<file path="config.mk">
export PLATFORM = sky130hd
export DESIGN_NAME = snn_wb_ctrl_flat
export DESIGN_NICKNAME = d
export VERILOG_FILES = /design/src/rtl/snn_wb_ctrl_if.sv /design/src/rtl/snn_wb_ctrl.sv /design/src/flat_wrapper.sv
export SDC_FILE = /design/constraint.sdc
export NUM_CORES = 1
export LEC_CHECK = 0
export BUFFER_PORTS_ARGS = -buffer_cell sky130_fd_sc_hd__buf_2
export CAP_MARGIN = 0
export CORE_ASPECT_RATIO = 1.75
export CORE_MARGIN = 4
export CORE_UTILIZATION = 51
export CTS_CLUSTER_SIZE = 28
export DETAILED_ROUTE_END_ITERATION = 8
export GPL_TIMING_DRIVEN = 1
export PLACE_DENSITY = 0.86
export SYNTH_ARGS = -nofsm -noshare
export SYNTH_HDL_FRONTEND = slang
export SYNTH_SLANG_ARGS = --single-unit
</file>
<file path="constraint.sdc">
create_clock -name wb_clk_i -period 6.8 [get_ports wb_clk_i]
set_clock_uncertainty 0.05 [all_clocks]
set_input_delay 0.68 -clock wb_clk_i [delete_from_list [all_inputs] [get_ports wb_clk_i]]
set_output_delay 0.68 -clock wb_clk_i [all_outputs]
set_load 0.01 [all_outputs]
</file>
<file path="src/rtl/snn_wb_ctrl_if.sv">
`default_nettype none
// ============================================================================
//  Module      : snn_wb_ctrl_if
//  Description : Wishbone classic slave bus bundle for the SNN front end.
//  Revision    : 1.0  initial release
// ============================================================================
interface snn_wb_ctrl_if;
    logic        wbs_stb_i;
    logic        wbs_cyc_i;
    logic        wbs_we_i;
    logic [3:0]  wbs_sel_i;
    logic [31:0] wbs_adr_i;
    logic [31:0] wbs_dat_i;
    logic        wbs_ack_o;
    logic [31:0] wbs_dat_o;

    modport slave (
        input  wbs_stb_i, wbs_cyc_i, wbs_we_i, wbs_sel_i, wbs_adr_i, wbs_dat_i,
        output wbs_ack_o, wbs_dat_o
    );

    modport master (
        output wbs_stb_i, wbs_cyc_i, wbs_we_i, wbs_sel_i, wbs_adr_i, wbs_dat_i,
        input  wbs_ack_o, wbs_dat_o
    );
endinterface
`default_nettype wire

</file>
<file path="src/rtl/snn_wb_ctrl.sv">
`default_nettype none
// ============================================================================
//  Module      : snn_wb_ctrl
//  Description : Wishbone slave decoding control/status registers, image and
//                weight SRAM write strobes and spike counter read-back.
//  Revision    : 1.0  initial release
// ============================================================================
module snn_wb_ctrl #(
    parameter logic [31:0] WB_BASE           = 32'h3000_0000,
    parameter int unsigned NUM_PIXELS        = 196,
    parameter int unsigned OUTPUTS           = 10,
    parameter int unsigned WEIGHTS           = NUM_PIXELS * OUTPUTS,
    parameter int unsigned HALF_WEIGHTS      = 980,
    parameter int unsigned DEFAULT_TIMESTEPS = 100
) (
    input  wire logic                   wb_clk_i,
    input  wire logic                   wb_rst_ni,
    snn_wb_ctrl_if.slave                wb,
    output logic                        img_csb_o,
    output logic                        img_web_o,
    output logic [9:0]                  img_addr_o,
    output logic [7:0]                  img_din_o,
    output logic                        w0_csb_o,
    output logic                        w0_web_o,
    output logic [9:0]                  w0_addr_o,
    output logic [7:0]                  w0_din_o,
    output logic                        w1_csb_o,
    output logic                        w1_web_o,
    output logic [9:0]                  w1_addr_o,
    output logic [7:0]                  w1_din_o,
    output logic                        start_o,
    output logic                        set_seed_o,
    output logic [7:0]                  beta_o,
    output logic [7:0]                  vth_o,
    output logic [9:0]                  timesteps_o,
    output logic [7:0]                  seed_o,
    input  wire logic                   done_i,
    input  wire logic [8*OUTPUTS-1:0]   spike_cnt_i
);

    localparam logic [31:0] c_WIN_BYTES = 32'h0001_0000;
    localparam logic [31:0] c_SPK_WORD  = 32'h0000_0040;
    localparam logic [31:0] c_IMG_WORD  = 32'h0000_0400;
    localparam logic [31:0] c_WGT_WORD  = 32'h0000_1000;

    typedef enum logic [0:0] {
        S_IDLE = 1'b0,
        S_ACK  = 1'b1
    } state_t;

    state_t      r_state;
    state_t      w_state_nxt;
    logic        w_ack;

    logic [31:0] w_off;
    logic [31:0] w_word;
    logic        w_in_win;
    logic        w_accept;
    logic        w_wr;
    logic        w_rd;

    logic        w_is_ctrl, w_is_status, w_is_params, w_is_ts, w_is_seed;
    logic [31:0] w_spk_idx, w_img_idx, w_wgt_idx, w_wgt_addr;
    logic        w_is_spk, w_is_img, w_is_wgt, w_wgt_hi;
    logic        w_guarded;
    logic        w_start_req, w_start_ok, w_err_set, w_cfg_we;
    logic [31:0] w_rdata;

    logic [31:0] r_rdata;
    logic        r_img_csb, r_w0_csb, r_w1_csb;
    logic [9:0]  r_img_addr, r_w0_addr, r_w1_addr;
    logic [7:0]  r_img_din, r_w0_din, r_w1_din;
    logic        r_start, r_set_seed;
    logic [7:0]  r_beta, r_vth, r_seed;
    logic [9:0]  r_ts;
    logic        r_busy, r_done, r_err;
    logic        w_unused;

    // ------------------------------------------------------------------
    // Bus FSM: one ack cycle per accepted request, always back to IDLE
    // ------------------------------------------------------------------
    always_ff @(posedge wb_clk_i or negedge wb_rst_ni) begin
        if (!wb_rst_ni) r_state <= S_IDLE;
        else            r_state <= w_state_nxt;
    end

    always_comb begin
        w_state_nxt = r_state;
        w_ack       = 1'b0;
        case (r_state)
            S_IDLE: if (wb.wbs_cyc_i && wb.wbs_stb_i && w_in_win) w_state_nxt = S_ACK;
            S_ACK: begin
                w_ack       = 1'b1;
                w_state_nxt = S_IDLE;
            end
            default: w_state_nxt = S_IDLE;
        endcase
    end

    // Address decode works on word offsets; byte address bits [1:0] are ignored.
    assign w_off    = wb.wbs_adr_i - WB_BASE;
    assign w_in_win = (w_off < c_WIN_BYTES);
    assign w_word   = {2'b00, w_off[31:2]};
    assign w_accept = (r_state == S_IDLE) && wb.wbs_cyc_i && wb.wbs_stb_i && w_in_win;
    assign w_wr     = w_accept && wb.wbs_we_i;
    assign w_rd     = w_accept && !wb.wbs_we_i;

    assign w_is_ctrl   = (w_word == 32'd0);
    assign w_is_status = (w_word == 32'd1);
    assign w_is_params = (w_word == 32'd2);
    assign w_is_ts     = (w_word == 32'd3);
    assign w_is_seed   = (w_word == 32'd4);

    // Underflow below a window base wraps high, so one compare bounds both ends.
    assign w_spk_idx  = w_word - c_SPK_WORD;
    assign w_img_idx  = w_word - c_IMG_WORD;
    assign w_wgt_idx  = w_word - c_WGT_WORD;
    assign w_is_spk   = (w_spk_idx < OUTPUTS);
    assign w_is_img   = (w_img_idx < NUM_PIXELS);
    assign w_is_wgt   = (w_wgt_idx < WEIGHTS);
    assign w_wgt_hi   = (w_wgt_idx >= HALF_WEIGHTS);
    assign w_wgt_addr = w_wgt_hi ? (w_wgt_idx - HALF_WEIGHTS) : w_wgt_idx;

    assign w_guarded   = w_is_params || w_is_ts || w_is_seed || w_is_img || w_is_wgt;
    assign w_start_req = w_wr && w_is_ctrl && wb.wbs_dat_i[0];
    assign w_start_ok  = w_start_req && !r_busy && !done_i;
    assign w_err_set   = (w_wr && w_guarded && r_busy) || (w_start_req && r_busy);
    assign w_cfg_we    = w_wr && !r_busy;

    always_comb begin
        w_rdata = 32'd0;
        if (w_is_status)      w_rdata = {29'd0, r_err, r_done, r_busy};
        else if (w_is_params) w_rdata = {16'd0, r_vth, r_beta};
        else if (w_is_ts)     w_rdata = {22'd0, r_ts};
        else if (w_is_seed)   w_rdata = {24'd0, r_seed};
        else if (w_is_spk) begin
            for (int n = 0; n < int'(OUTPUTS); n++) begin
                if (w_spk_idx == 32'(n)) w_rdata = {24'd0, spike_cnt_i[8*n +: 8]};
            end
        end
    end

    // ------------------------------------------------------------------
    // Registered side effects; every strobe lives only in the ack cycle
    // ------------------------------------------------------------------
    always_ff @(posedge wb_clk_i or negedge wb_rst_ni) begin
        if (!wb_rst_ni) begin
            r_rdata    <= 32'd0;
            r_img_csb  <= 1'b1;
            r_w0_csb   <= 1'b1;
            r_w1_csb   <= 1'b1;
            r_img_addr <= 10'd0;
            r_w0_addr  <= 10'd0;
            r_w1_addr  <= 10'd0;
            r_img_din  <= 8'd0;
            r_w0_din   <= 8'd0;
            r_w1_din   <= 8'd0;
            r_start    <= 1'b0;
            r_set_seed <= 1'b0;
            r_beta     <= 8'd0;
            r_vth      <= 8'd0;
            r_seed     <= 8'd0;
            r_ts       <= 10'(DEFAULT_TIMESTEPS);
            r_busy     <= 1'b0;
            r_done     <= 1'b0;
            r_err      <= 1'b0;
        end else begin
            r_rdata    <= w_rd ? w_rdata : 32'd0;
            r_start    <= w_start_ok;
            r_set_seed <= w_wr && w_is_ctrl && wb.wbs_dat_i[1];
            r_img_csb  <= !(w_cfg_we && w_is_img && wb.wbs_sel_i[0]);
            r_w0_csb   <= !(w_cfg_we && w_is_wgt && !w_wgt_hi);
            r_w1_csb   <= !(w_cfg_we && w_is_wgt && w_wgt_hi);

            if (w_cfg_we && w_is_img && wb.wbs_sel_i[0]) begin
                r_img_addr <= w_img_idx[9:0];
                r_img_din  <= wb.wbs_dat_i[7:0];
            end
            if (w_cfg_we && w_is_wgt && !w_wgt_hi) begin
                r_w0_addr <= w_wgt_addr[9:0];
                r_w0_din  <= wb.wbs_dat_i[7:0];
            end
            if (w_cfg_we && w_is_wgt && w_wgt_hi) begin
                r_w1_addr <= w_wgt_addr[9:0];
                r_w1_din  <= wb.wbs_dat_i[7:0];
            end

            if (w_cfg_we && w_is_params && wb.wbs_sel_i[0]) r_beta <= wb.wbs_dat_i[7:0];
            if (w_cfg_we && w_is_params && wb.wbs_sel_i[1]) r_vth  <= wb.wbs_dat_i[15:8];
            if (w_cfg_we && w_is_ts && (wb.wbs_sel_i[1:0] == 2'b11)) r_ts <= wb.wbs_dat_i[9:0];
            if (w_cfg_we && w_is_seed) r_seed <= wb.wbs_dat_i[7:0];

            // A completion in the same cycle as a start leaves the core idle.
            if (done_i)          r_busy <= 1'b0;
            else if (w_start_ok) r_busy <= 1'b1;

            if (done_i)                                          r_done <= 1'b1;
            else if (w_wr && w_is_status && wb.wbs_dat_i[1])     r_done <= 1'b0;

            if (w_err_set)                                       r_err <= 1'b1;
            else if (w_wr && w_is_status && wb.wbs_dat_i[2])     r_err <= 1'b0;
        end
    end

    assign wb.wbs_ack_o = w_ack;
    assign wb.wbs_dat_o = r_rdata;

    assign img_csb_o   = r_img_csb;
    assign img_web_o   = r_img_csb;
    assign img_addr_o  = r_img_addr;
    assign img_din_o   = r_img_din;
    assign w0_csb_o    = r_w0_csb;
    assign w0_web_o    = r_w0_csb;
    assign w0_addr_o   = r_w0_addr;
    assign w0_din_o    = r_w0_din;
    assign w1_csb_o    = r_w1_csb;
    assign w1_web_o    = r_w1_csb;
    assign w1_addr_o   = r_w1_addr;
    assign w1_din_o    = r_w1_din;
    assign start_o     = r_start;
    assign set_seed_o  = r_set_seed;
    assign beta_o      = r_beta;
    assign vth_o       = r_vth;
    assign timesteps_o = r_ts;
    assign seed_o      = r_seed;

    assign w_unused = ^{wb.wbs_dat_i[31:16], wb.wbs_sel_i[3:2]};

endmodule
`default_nettype wire

</file>
<file path="src/flat_wrapper.sv">
// flat-port wrapper written by rule: the top's interface ports become plain ports
module snn_wb_ctrl_flat 
#(
    parameter logic [31:0] WB_BASE           = 32'h3000_0000,
    parameter int unsigned NUM_PIXELS        = 196,
    parameter int unsigned OUTPUTS           = 10,
    parameter int unsigned WEIGHTS           = NUM_PIXELS * OUTPUTS,
    parameter int unsigned HALF_WEIGHTS      = 980,
    parameter int unsigned DEFAULT_TIMESTEPS = 100
)
  (wb_clk_i, wb_rst_ni, img_csb_o, img_web_o, img_addr_o, img_din_o, w0_csb_o, w0_web_o, w0_addr_o, w0_din_o, w1_csb_o, w1_web_o, w1_addr_o, w1_din_o, start_o, set_seed_o, beta_o, vth_o, timesteps_o, seed_o, done_i, spike_cnt_i, wb_wbs_stb_i, wb_wbs_cyc_i, wb_wbs_we_i, wb_wbs_sel_i, wb_wbs_adr_i, wb_wbs_dat_i, wb_wbs_ack_o, wb_wbs_dat_o);
  snn_wb_ctrl_if wb_i ();
  input  wire logic wb_clk_i;
  input  wire logic wb_rst_ni;
  output logic img_csb_o;
  output logic img_web_o;
  output logic [9:0] img_addr_o;
  output logic [7:0] img_din_o;
  output logic w0_csb_o;
  output logic w0_web_o;
  output logic [9:0] w0_addr_o;
  output logic [7:0] w0_din_o;
  output logic w1_csb_o;
  output logic w1_web_o;
  output logic [9:0] w1_addr_o;
  output logic [7:0] w1_din_o;
  output logic start_o;
  output logic set_seed_o;
  output logic [7:0] beta_o;
  output logic [7:0] vth_o;
  output logic [9:0] timesteps_o;
  output logic [7:0] seed_o;
  input  wire logic done_i;
  input  wire logic [8*OUTPUTS-1:0] spike_cnt_i;
  input wire logic [$bits(wb_i.wbs_stb_i)-1:0] wb_wbs_stb_i;
  input wire logic [$bits(wb_i.wbs_cyc_i)-1:0] wb_wbs_cyc_i;
  input wire logic [$bits(wb_i.wbs_we_i)-1:0] wb_wbs_we_i;
  input wire logic [$bits(wb_i.wbs_sel_i)-1:0] wb_wbs_sel_i;
  input wire logic [$bits(wb_i.wbs_adr_i)-1:0] wb_wbs_adr_i;
  input wire logic [$bits(wb_i.wbs_dat_i)-1:0] wb_wbs_dat_i;
  output wire logic [$bits(wb_i.wbs_ack_o)-1:0] wb_wbs_ack_o;
  output wire logic [$bits(wb_i.wbs_dat_o)-1:0] wb_wbs_dat_o;
  assign wb_i.wbs_stb_i = wb_wbs_stb_i;
  assign wb_i.wbs_cyc_i = wb_wbs_cyc_i;
  assign wb_i.wbs_we_i = wb_wbs_we_i;
  assign wb_i.wbs_sel_i = wb_wbs_sel_i;
  assign wb_i.wbs_adr_i = wb_wbs_adr_i;
  assign wb_i.wbs_dat_i = wb_wbs_dat_i;
  assign wb_wbs_ack_o = wb_i.wbs_ack_o;
  assign wb_wbs_dat_o = wb_i.wbs_dat_o;
  snn_wb_ctrl #(.WB_BASE(WB_BASE), .NUM_PIXELS(NUM_PIXELS), .OUTPUTS(OUTPUTS), .WEIGHTS(WEIGHTS), .HALF_WEIGHTS(HALF_WEIGHTS), .DEFAULT_TIMESTEPS(DEFAULT_TIMESTEPS)) u_core (.wb_clk_i(wb_clk_i), .wb_rst_ni(wb_rst_ni), .wb(wb_i), .img_csb_o(img_csb_o), .img_web_o(img_web_o), .img_addr_o(img_addr_o), .img_din_o(img_din_o), .w0_csb_o(w0_csb_o), .w0_web_o(w0_web_o), .w0_addr_o(w0_addr_o), .w0_din_o(w0_din_o), .w1_csb_o(w1_csb_o), .w1_web_o(w1_web_o), .w1_addr_o(w1_addr_o), .w1_din_o(w1_din_o), .start_o(start_o), .set_seed_o(set_seed_o), .beta_o(beta_o), .vth_o(vth_o), .timesteps_o(timesteps_o), .seed_o(seed_o), .done_i(done_i), .spike_cnt_i(spike_cnt_i));
endmodule
</file>
# After elaboration in Yosys (flattened, before gate mapping)
# Index checks and enable logic that the tools add are counted.
# classes
bitwise_logic	1
muxes	26
n_reduce_logical	47
n_lt_le_gt_ge	5
n_eq_ne	14
add_sub_neg	5
# ops
operator	count
32-bit two-way mux	6
32-bit by 3-bit == test with 1-bit output, second input constant	4
8-bit two-way mux	10
32-bit by 2-bit == test with 1-bit output, second input constant	2
32-bit by 4-bit == test with 1-bit output, second input constant	2
32-bit zero test	2
30-bit by 2-bit == test with 1-bit output, second input constant	2
32-bit by 1-bit == test with 1-bit output, second input constant	1
32-bit by 10-bit >= comparator with 1-bit output, second input constant	1
32-bit by 11-bit less-than comparator with 1-bit output, second input constant	1
32-bit by 17-bit less-than comparator with 1-bit output, second input constant	1
32-bit by 4-bit less-than comparator with 1-bit output, second input constant	1
32-bit by 8-bit less-than comparator with 1-bit output, second input constant	1
32-bit by 30-bit subtractor with 32-bit output, second input constant	1
30-bit by 11-bit subtractor with 31-bit output, second input constant	1
30-bit by 13-bit subtractor with 31-bit output, second input constant	1
30-bit by 7-bit subtractor with 31-bit output, second input constant	1
30-bit by 1-bit == test with 1-bit output, second input constant	1
30-bit by 3-bit == test with 1-bit output, second input constant	1
1-bit logical AND	30
10-bit two-way mux	1
10-bit subtractor, second input constant	1
1-bit two-way mux	8
1-bit zero test	7
other kinds (5)	11
# totals
inputBits	154
ff_bits	129

# Depth between registers and ports, before layout
# Gate-level depths: netlist of the first run.
# depth
ltp_word	19
depth_mapped	10
depth_no_buf	9

# Worst setup path after synthesis of the first run
# Ideal clock, no wire load.
# synth_path
kind	input to register
start	input wb_wbs_adr_i[15]
end	register u_core.r_img_din[0] (netlist: u_core.img_din_o[0])
path_slack_ns	3.721
arrival_time_ns	2.904
stages	7
path_buffers	1
setup_ns	0.125
path_cell_list	or4_1 > or4_1 > a2111oi_0 > nand4_1 > nor2_4 > buf_6 > mux2_2
# synth_via
elab_chain_cells	7
word_cells_on_any_way	9
cone_classes	2 x add/sub; 2 x order compare; 5 x reduce/logical
# synth_lines
item	line	rtl
from (decl)	flat_wrapper.sv:39	input wire logic [$bits(wb_i.wbs_adr_i)-1:0] wb_wbs_adr_i;
32-bit by 30-bit subtractor with 32-bit output *	snn_wb_ctrl.sv:101	assign w_off = wb.wbs_adr_i - WB_BASE;
parallel branches: the longest is 4 deep, another holds 32-bit by 8-bit less-than comparator with 1-bit output	--	
1-bit logical AND * (2 in a row)	snn_wb_ctrl.sv:175	if (w_cfg_we && w_is_img && wb.wbs_sel_i[0]) begin
to (signal assigned)	snn_wb_ctrl.sv:177	r_img_din <= wb.wbs_dat_i[7:0];
to (decl)	snn_wb_ctrl.sv:72	logic [7:0] r_img_din, r_w0_din, r_w1_din;
# Mark *: on every way between the ends.
# A chain may end at the register's enable or synchronous reset.

# Worst setup path after layout of the first run
# layout_path
start	input wb_wbs_adr_i[5]
end	register u_core.r_w1_addr[9] (netlist: u_core.w1_addr_o[9])
# layout_via
elab_chain_cells	7
word_cells_on_any_way	12
cone_classes	3 x add/sub; 3 x order compare; 1 x mux; 5 x reduce/logical
# layout_lines
item	line	rtl
32-bit by 30-bit subtractor with 32-bit output *	snn_wb_ctrl.sv:101	
parallel branches: the longest is 6 deep, another holds 32-bit by 11-bit less-than comparator with 1-bit output	--	
to (signal assigned)	snn_wb_ctrl.sv:184	r_w1_addr <= w_wgt_addr[9:0];
to (decl)	snn_wb_ctrl.sv:71	logic [9:0] r_img_addr, r_w0_addr, r_w1_addr;
# Marked as above.

==> run metrics, run 1 <==
TritonCTS clock tree=yes; count of final setup violators=0; crit end category=flop; Cells after Synth=568; # hold bufs at CTS=0; maximum clock path buffer count=2; CP max-delay cell=nor3_4; GRT Overall Usage=0.279; status=complete, no violations; Num CTS Buffers=17; Avg Cell Area, Syn=11.0 um2; fraction of registers with async set/reset=1.00; peak supply drop=244 uV; DRC=0; first-pass GRT wire length=30.7 mm; CTS resizes=0; FF-to-FF End=u_core.timesteps_o[4]$_DFFE_PN0P_; nets@finish=967; Synth Flop Type=dfrtp_1; Least-Margin Pin Slew=between 0.9 and 1 ns; end-of-flow core utilization=0.676; Synth cell types=61; Hold WC Path Type=in2async; Post-CTS Setup Bufs=0; via count=~5,700; Critical Path AT=3.73 ns; vias in the first global route=about 5,700; Post-DP HPWL=15.1 mm; total gr overflow=0; period utilization=0.514; cell count of the worst reg-to-reg path=7; count leader, synth=dfrtp_1; CP required=7.03 ns; RSZ-0062 raised after global routing=no; post-route ant nets=0; top-area cell type share of the netlist area=0.428; dpl cells=952; worst r2r src=u_core.r_state$_DFF_PN0_; final hold vios=0; cell mode on critical path=nand2b_1; CP Launch Type=primary input; Non-Filler Instances=around 980; Seq/Total Area, Yosys=0.454; Die Wd=between 90 and 100 um; final setup TNS=0 ns; initial core utilization=0.521; Pwr per Cell Area=212 mW/mm2; Pre-antenna DRT Iters=5; I/O pins=283; final hold slack=0.255 ns; 1st-iter DRT viols=roughly 350; Worst-Skew Late Latency=0.40 ns; ranking of synthesized cells by area=dfrtp_1 (43%), mux2_2 (14%), a21oi_1 (2.8%); Yosys warning count=0; crit path max fanout=18; FP Rows=53; Post-synth top cells=dfrtp_1 (107), mux2_2 (78), nand2_1 (41); final slew viol count=0; Relative slew margins=0.378; Core ar.=0.0120 mm2; post-route cell area=0.00811 mm2; Clock Tree Root=clkbuf_16; Post-Route WL=20.2 mm; die height=154 um; Avg Vias per Cell=5.75; top cell type by total area after synthesis=dfrtp_1; share of cells above drive strength 1=0.477; critical path, cell by cell=buf_2, inv_1, ha_1, nand2b_1, nor2_1, o21ai_0, nand2b_1, a31oi_1, nor3_4, mux2_2; die area=0.0142 mm2; fmax=286 MHz; critical path type=in2reg; TritonCTS Sinks=~110; Post-Syn Area=0.00625 mm2; register bit total from synthesis=113; slowest stage delay, CP=0.82 ns; critical path endpoint=u_core.w1_addr_o[9]$_DFFE_PN0P_; Final min period=approximately 3.5 ns; placed cell areas=0.00751 mm2; Worst setup startpoint=wb_wbs_adr_i[5]; flop2flop setup slack=just under 4 ns; clock slew at reported path FFs=0.06 ns; largest net degree at the start of global routing=63; leakage=roughly 4.2 nW; global placement routability congestion=0.957; antenna fix cells=0; WL/cell=around 20 um; H-Tree Depth=4; Post-synth EDFFs=0; MaxCap Viol Count=0; Layout area overhead=29.8%; Port Buffer Count=246; initial antenna violation count=0
[worst min-delay path by stage]
stage,endpoint,startpoint,slack (ns),depth (start not counted)
floorplan,u_core.beta_o[0]$_DFFE_PN0P_,wb_rst_ni,0.33,0
global placement,u_core.img_din_o[1]$_DFFE_PN0P_,u_core.img_din_o[1]$_DFFE_PN0P_,0.41,1
detailed placement,u_core.img_din_o[1]$_DFFE_PN0P_,u_core.img_din_o[1]$_DFFE_PN0P_,0.42,1
CTS,u_core.img_din_o[2]$_DFFE_PN0P_,wb_rst_ni,0.27,1
global route,u_core.img_din_o[2]$_DFFE_PN0P_,wb_rst_ni,0.30,1
finish,u_core.img_din_o[2]$_DFFE_PN0P_,wb_rst_ni,0.26,1
[layer usage]
layer,track usage,part of all wire
met1,0.328,0.37
met2,0.481,0.52
met3,0.0681,0.070
met4,0.119,0.035
met5,0,0
[power by group]
part / internal [W] / switching, W / total, W / leakage, nW
registers: 0.000673 / 0.0000000000167 / 0.000673 / 1.55
logic: 0.0000625 / 0.0000983 / 0.000161 / 2.41
clock network: 0.000571 / 0.000318 / 0.000889 / 0.290
total: 0.00131 / 0.000416 / 0.00172 / 4.25
[sequential cells by signal, summed over array words and instances (netlist names), 8 cells and up]
name / cells
u_core.w0_din_o: 8
u_core.wb.wbs_dat_o: 16
u_core.w1_addr_o: 10
u_core.w0_addr_o: 10
u_core.w1_din_o: 8
u_core.img_addr_o: 10
u_core.timesteps_o: 10
u_core.seed_o: 8
u_core.vth_o: 8
u_core.beta_o: 8
u_core.img_din_o: 8
[final cells by class]
| type | instances | area [um2] |
|---|---|---|
| clock buffer | 21 | 470 |
| clock inverter | 11 | 129 |
| inverter | 11 | 41.3 |
| tap | 165 | 206 |
| fill | 933 | 3890 |
| multi-input combinational | 414 | 3170 |
| timing repair buffer | 249 | 1260 |
| sequential | 113 | 2840 |
[worst max-delay path: cells and delay by family]
kind | cells | cell delay [ns]
simple gates | 4 | 1.52
mux | 1 | 0.42
fa+ha+maj | 1 | 0.52
compound gates | 2 | 0.32
buf+inv | 2 | 0.26
[layout by cell type, fill, tap and decap left out, types with 4 or more instances in the layout]
master,n
buf_2,245
dfrtp_1,107
mux2_2,78
nand2_1,41
a21oi_1,35
o21ai_0,26
nor2_1,19
nand3_1,18
clkbuf_16,17
conb_1,16
mux2i_1,12
inv_1,11
o22ai_1,11
nor3_1,10
nand4_1,10
mux2_4,10
and2_1,9
o221ai_1,7
ha_1,7
nor2b_1,6
nand2b_1,6
xnor2_1,6
dfstp_2,6
nor4_1,5
and3_1,5
o21a_1,5
a22o_1,5
nor4b_1,4
xor2_1,4
mux4_2,4
a22oi_1,4
o31ai_1,4
buf_4,4
[cell families (layout without fill, tap and decap cells)]
group / Yosys count / after routing / synth area share
buffers and inverters: 56 / 292 / 0.0478
adder cells (fa/ha/maj): 7 / 7 / 0.0140
flip-flops: 113 / 113 / 0.454
other: 1 / 16 / 0.000600
XOR/XNOR: 10 / 10 / 0.0140
AO/OA/AOI/OAI: 118 / 118 / 0.124
multiplexers: 106 / 106 / 0.202
AND/OR/NAND/NOR: 157 / 157 / 0.145
[through the flow]
step	worst slack (ns)	power, W
floorplan	3.72	0.000766
global placement	3.01	0.000842
detailed placement	2.90	0.000844
CTS	3.31	0.00173
global route	3.07	0.00178
finish	3.30	0.00172
No activity file was read; power rests on OpenSTA's default activity.
==> run 2: changes to the inputs <==
Settings changed: CORE_UTILIZATION 51 to 48, PLACE_DENSITY 0.86 to 0.81.
Clock period 6.8 ns to 3.5 ns, I/O delays scaled along.
==> run 2 against run 1 <==
  * Flip-flop and latch count did not move
  * Clock-buffer cell count down 3
  * Register-to-register slack got worse by 3.1 ns
  * First-iteration DRC count down 14%
  * Largest cell class unchanged
==> run metrics, run 2 (synthesized netlist as in run 1, its figures left out) <==
fmax=366 MHz; Worst-Skew Late Latency=0.41 ns; Port Buffer Count=246; Reg area=0.00284 mm2; commonest cells after routing, fill and taps aside=buf_2 (245), dfrtp_1 (107), mux2_2 (78), nand2_1 (41), a21oi_1 (35); Hold WC Path Type=in2async; FILL cells=between 1,000 and 1,500; Num CTS Buffers=17; multi-input logic area=approximately 0.0032 mm2; WL met3=1.32 mm; worst r2r src=u_core.r_state$_DFF_PN0_; final hold slack=0.0624 ns; first-pass GRT wire length=32.0 mm; final slew viol count=0; die area=0.0150 mm2; TritonCTS Sinks=113; CP required=3.73 ns; antenna fix cells=0; Post-CTS Setup Bufs=0; Power, Total=0.00327 W; crit end category=flop; share of cells above drive strength 1=0.487; nets@finish=around 980; wl on met1=around 7.5 mm; # hold bufs at CTS=0; largest net degree at the start of global routing=82; Relative slew margins=0.333; leakage=approximately 4.3 nW; global placement routability congestion=0.989; maximum clock path buffer count=2; TritonCTS clock tree=yes; cell count of the worst reg-to-reg path=8; Final min period=~2.7 ns; FP Rows=54; count of final setup violators=0; status=complete, no violations; Avg Vias per Cell=5.72; CP Launch Type=primary input; Clock Tree Root=clkbuf_16; crit path max fanout=16; Core ar.=0.0126 mm2; Critical Path AT=2.97 ns; period utilization=0.781; critical path type=in2reg; I/O pins=283; die height=159 um; via count=between 5,000 and 6,000; total gr overflow=0; post-route ant nets=0; commonest non-fill, non-tap cell in the layout=buf_2; DRC=0; Pwr per Cell Area=400 mW/mm2; MaxCap Viol Count=0; Layout area overhead=31.0%; vias in the first global route=5,862; CTS resizes=0; final hold vios=0; Post-DP HPWL=15.8 mm; flop2flop setup slack=~0.80 ns; final setup TNS=0 ns; clock slew at reported path FFs=0.06 ns; initial core utilization=0.495; H-Tree Depth=4; Post-Route WL=around 21 mm; peak supply drop=383 uV; Die Wd=94.3 um; Top Layer Used=met4; initial antenna violation count=0; WL/cell=20.6 um; GRT Overall Usage=0.279; Pre-antenna DRT Iters=6; 1st-iter DRT viols=approximately 300; RSZ-0062 raised after global routing=no; met2 wire length=about 11 mm; max reg flops=16; Least-Margin Pin Slew=between 1 and 1.5 ns; FF-to-FF End=u_core.timesteps_o[7]$_DFFE_PN0P_
## run 2: cell count changes in the layout (fill, tap and decap cells not counted), moves of 2 or more
cell / delta
clkinvlp_4: +3
clkbuf_8: -2
buf_4: +14
inv_6: +2
## run 2: where the power goes
part,total (W),switching (W),internal (W)
Sequential,0.00131,0.0000000000424,0.00131
Clock,0.00165,0.000648,0.00100
Combinational,0.000316,0.000190,0.000126
Total,0.00327,0.000838,0.00243
## run 2: how the worst max path moves through the flow
stage / start / to / slack (ns) / depth (start not counted)
floorplan: wb_wbs_adr_i[15] / u_core.img_din_o[0]$_DFFE_PN0P_ / 0.75 / 7
global placement: wb_wbs_adr_i[15] / u_core.img_addr_o[0]$_DFFE_PN0P_ / 0.42 / 8
detailed placement: wb_wbs_adr_i[15] / u_core.img_addr_o[5]$_DFFE_PN0P_ / 0.39 / 8
CTS: wb_wbs_adr_i[15] / u_core.img_addr_o[5]$_DFFE_PN0P_ / 0.78 / 8
global route: wb_wbs_adr_i[21] / u_core.wb.wbs_dat_o[3]$_DFF_PN0_ / 0.61 / 8
finish: wb_wbs_adr_i[15] / u_core.img_addr_o[5]$_DFFE_PN0P_ / 0.77 / 8
## run 2: through the flow
stage	util	cell area (um2)	instances	worst slack [ns]
finish	0.648	8190	1001	0.768
global route	0.648	8190	1001	0.607
CTS	0.648	8190	1001	0.783
detailed placement	0.603	7620	969	0.386
global placement	0.603	7620	969	0.419
floorplan	-	6310	583	0.751
## run 2: area by class of cell
class,count,area share
clock buffers,18,0.0536
clock inverters,14,0.0159
inverters,11,0.00504
multi-input cells,414,0.387
flip-flops and latches,113,0.346
well taps,168,0.0257
repair buffers,263,0.166
## run 2: worst max-delay path, stage by stage
cell,delay [ns]
buf_2,0.12
or4_1,0.57
or4_1,0.44
a2111oi_0,0.47
nand4_1,0.26
nor2_4,0.13
buf_4,0.25
mux2_2,0.37
## run 2: routing by layer
layer  GRT usage  vias up
li1            -     2583
met1       0.325     2797
met2       0.474      278
met3      0.0548       66
met4       0.145        0
met5           0        -
==> run 3: changes to the inputs <==
Clock period 3.5 ns to 2.9 ns, I/O delays scaled along.
==> run 3 against run 2 <==
  * Sequential share of layout area decreased by 0.95 points
  * Cell count increased by 2.1%
  * Combinational power increased by 26%
  * Sequential power increased by 21%
  * Clock power increased by 25%
  * Die area unchanged
  * Flip-flop and latch count unchanged
  * Non-clock buffer count increased by 21
  * Core utilization increased by 1.8 points
  * Largest cell class unchanged
==> run metrics, run 3 (synthesized netlist as in run 1, its figures left out) <==
maximum clock path buffer count=2; Int Pwr=0.00305 W; Post-DP HPWL=16.2 mm; MaxCap Viol Count=0; Final min period=between 2 and 3 ns; share of cells above drive strength 1=0.498; peak supply drop=677 uV; DRC=0; Power, Total=roughly 0.004 W; Switching Power=0.000980 W; total gr overflow=0; Clock power frac=0.510; nets@finish=1,002; Relative slew margins=0.493; 1st-iter DRT viols=approximately 330; WL/cell=20.3 um; max reg flops=16; Port Buffer Count=246; CP Launch Type=primary input; TritonCTS Sinks=113; global placement routability congestion=0.988; TritonCTS clock tree=yes; Least-Margin Pin Slew=between 0.7 and 0.8 ns; antenna fix cells=0; Clock Tree Root=clkbuf_16; count of final setup violators=0; Seq pwr share=0.391; final setup TNS=0 ns; H-Tree Depth=4; Num CTS Buffers=17; Layout area overhead=34.7%; critical path type=in2reg; # hold bufs at CTS=1; I/O pins=283; Comb pwr share=0.099; Post-Route WL=a little over 20 mm; Die Wd=94.3 um; Pre-antenna DRT Iters=5; Post-CTS Setup Bufs=0; die height=159 um; die area=0.0150 mm2; RSZ-0062 raised after global routing=no; commonest cells after routing, fill and taps aside=buf_2 (245), dfrtp_1 (107), mux2_2 (78), nand2_1 (41), a21oi_1 (35); CTS resizes=0; largest net degree at the start of global routing=59; Worst-Skew Late Latency=0.40 ns; initial core utilization=0.495; GRT Overall Usage=0.273; post-route ant nets=0; fmax=approximately 380 MHz; Critical Path AT=2.86 ns; FP Rows=54; leakage=4.42 nW; status=complete, no violations; clock slew at reported path FFs=around 0.050 ns; period utilization=0.905; Core ar.=0.0126 mm2; commonest non-fill, non-tap cell in the layout=buf_2; Avg Vias per Cell=5.64; vias in the first global route=roughly 5,700; Sw Share=0.243; Hold WC Path Type=in2reg; crit path max fanout=13; initial antenna violation count=0; crit end category=flop; final slew viol count=0; via count=5,765; final hold vios=0; Pwr per Cell Area=479 mW/mm2; CP required=3.13 ns; first-pass GRT wire length=~32 mm
run 3: cell count changes in the layout (fill, tap and decap cells not counted):
cell / previous run / this run
dlygate4sd3_1: 0 / 1
clkbuf_8: 1 / 2
buf_4: 18 / 34
bufinv_16: 1 / 2
buf_12: 0 / 4
clkbuf_1: 0 / 1
inv_6: 4 / 1
run 3: worst paths after layout:
check                      cells past startpoint                                end                       from  slack (ns)
setup / recovery                               8   u_core.img_addr_o[4]$_DFFE_PN0P_           wb_wbs_adr_i[14]        0.27
max in group asynchronous                      3  u_core.timesteps_o[5]$_DFFE_PN1P_                  wb_rst_ni        1.53
hold reg to reg                                1          u_core.r_done$_DFFE_PN0P_  u_core.r_done$_DFFE_PN0P_        0.43
setup reg to reg                               8  u_core.timesteps_o[4]$_DFFE_PN0P_   u_core.r_state$_DFF_PN0_        0.29
min in group asynchronous                      2     u_core.w0_din_o[6]$_DFFE_PN0P_                  wb_rst_ni        0.46
hold / removal                                 2           u_core.start_o$_DFF_PN0_                     done_i        0.07
run 3: per-layer routing:
metal  GRT usage  share of wire  vias to the layer above
li1            -              -                     2626
met1       0.315           0.37                     2844
met2       0.480           0.54                      247
met3      0.0534          0.058                       48
met4       0.123          0.036                        0
met5           0              0                        -
run 3: power by group through the flow:
stage | Sequential (W) | Combinational [W] | Clock [W]
2_1_floorplan | 0.00161 | 0.000189 | 0
5_1_grt | 0.00158 | 0.000434 | 0.00216
3_5_place_dp | 0.00161 | 0.000396 | 0
4_1_cts | 0.00158 | 0.000400 | 0.00208
6_report | 0.00158 | 0.000399 | 0.00206
3_3_place_gp | 0.00161 | 0.000392 | 0
run 3: per-stage QoR:
| step | worst slack (ns) | utilization | instances | hold WS (ns) | area (um2) |
|---|---|---|---|---|---|
| after detailed placement | -0.0439 | 0.619 | 989 | 0.361 | 7820 |
| after CTS | 0.280 | 0.666 | 1022 | 0.0353 | 8420 |
| after global placement | -0.0243 | 0.619 | 989 | 0.353 | 7820 |
| final | 0.275 | 0.666 | 1022 | 0.0655 | 8420 |
| after floorplan | 0.211 | - | 583 | -0.0556 | 6310 |
| after global routing | 0.131 | 0.666 | 1022 | 0.0480 | 8420 |
run 3: critical path, stage by stage:
cell and delay (ns):
buf_2 0.12, or4_1 0.56, or4_1 0.44, a2111oi_0 0.46, nand4_1 0.28, nor2_4 0.21, buf_12 0.16, mux2_2 0.33
run 3: cell type report:
cell class	instances	area (um2)
repair buffers	284	1570
clock buffers	20	457
flip-flops and latches	113	2840
well taps	168	210
inverters	11	41.3
fillers	998	4210
multi-input cells	414	3170
clock inverters	12	134
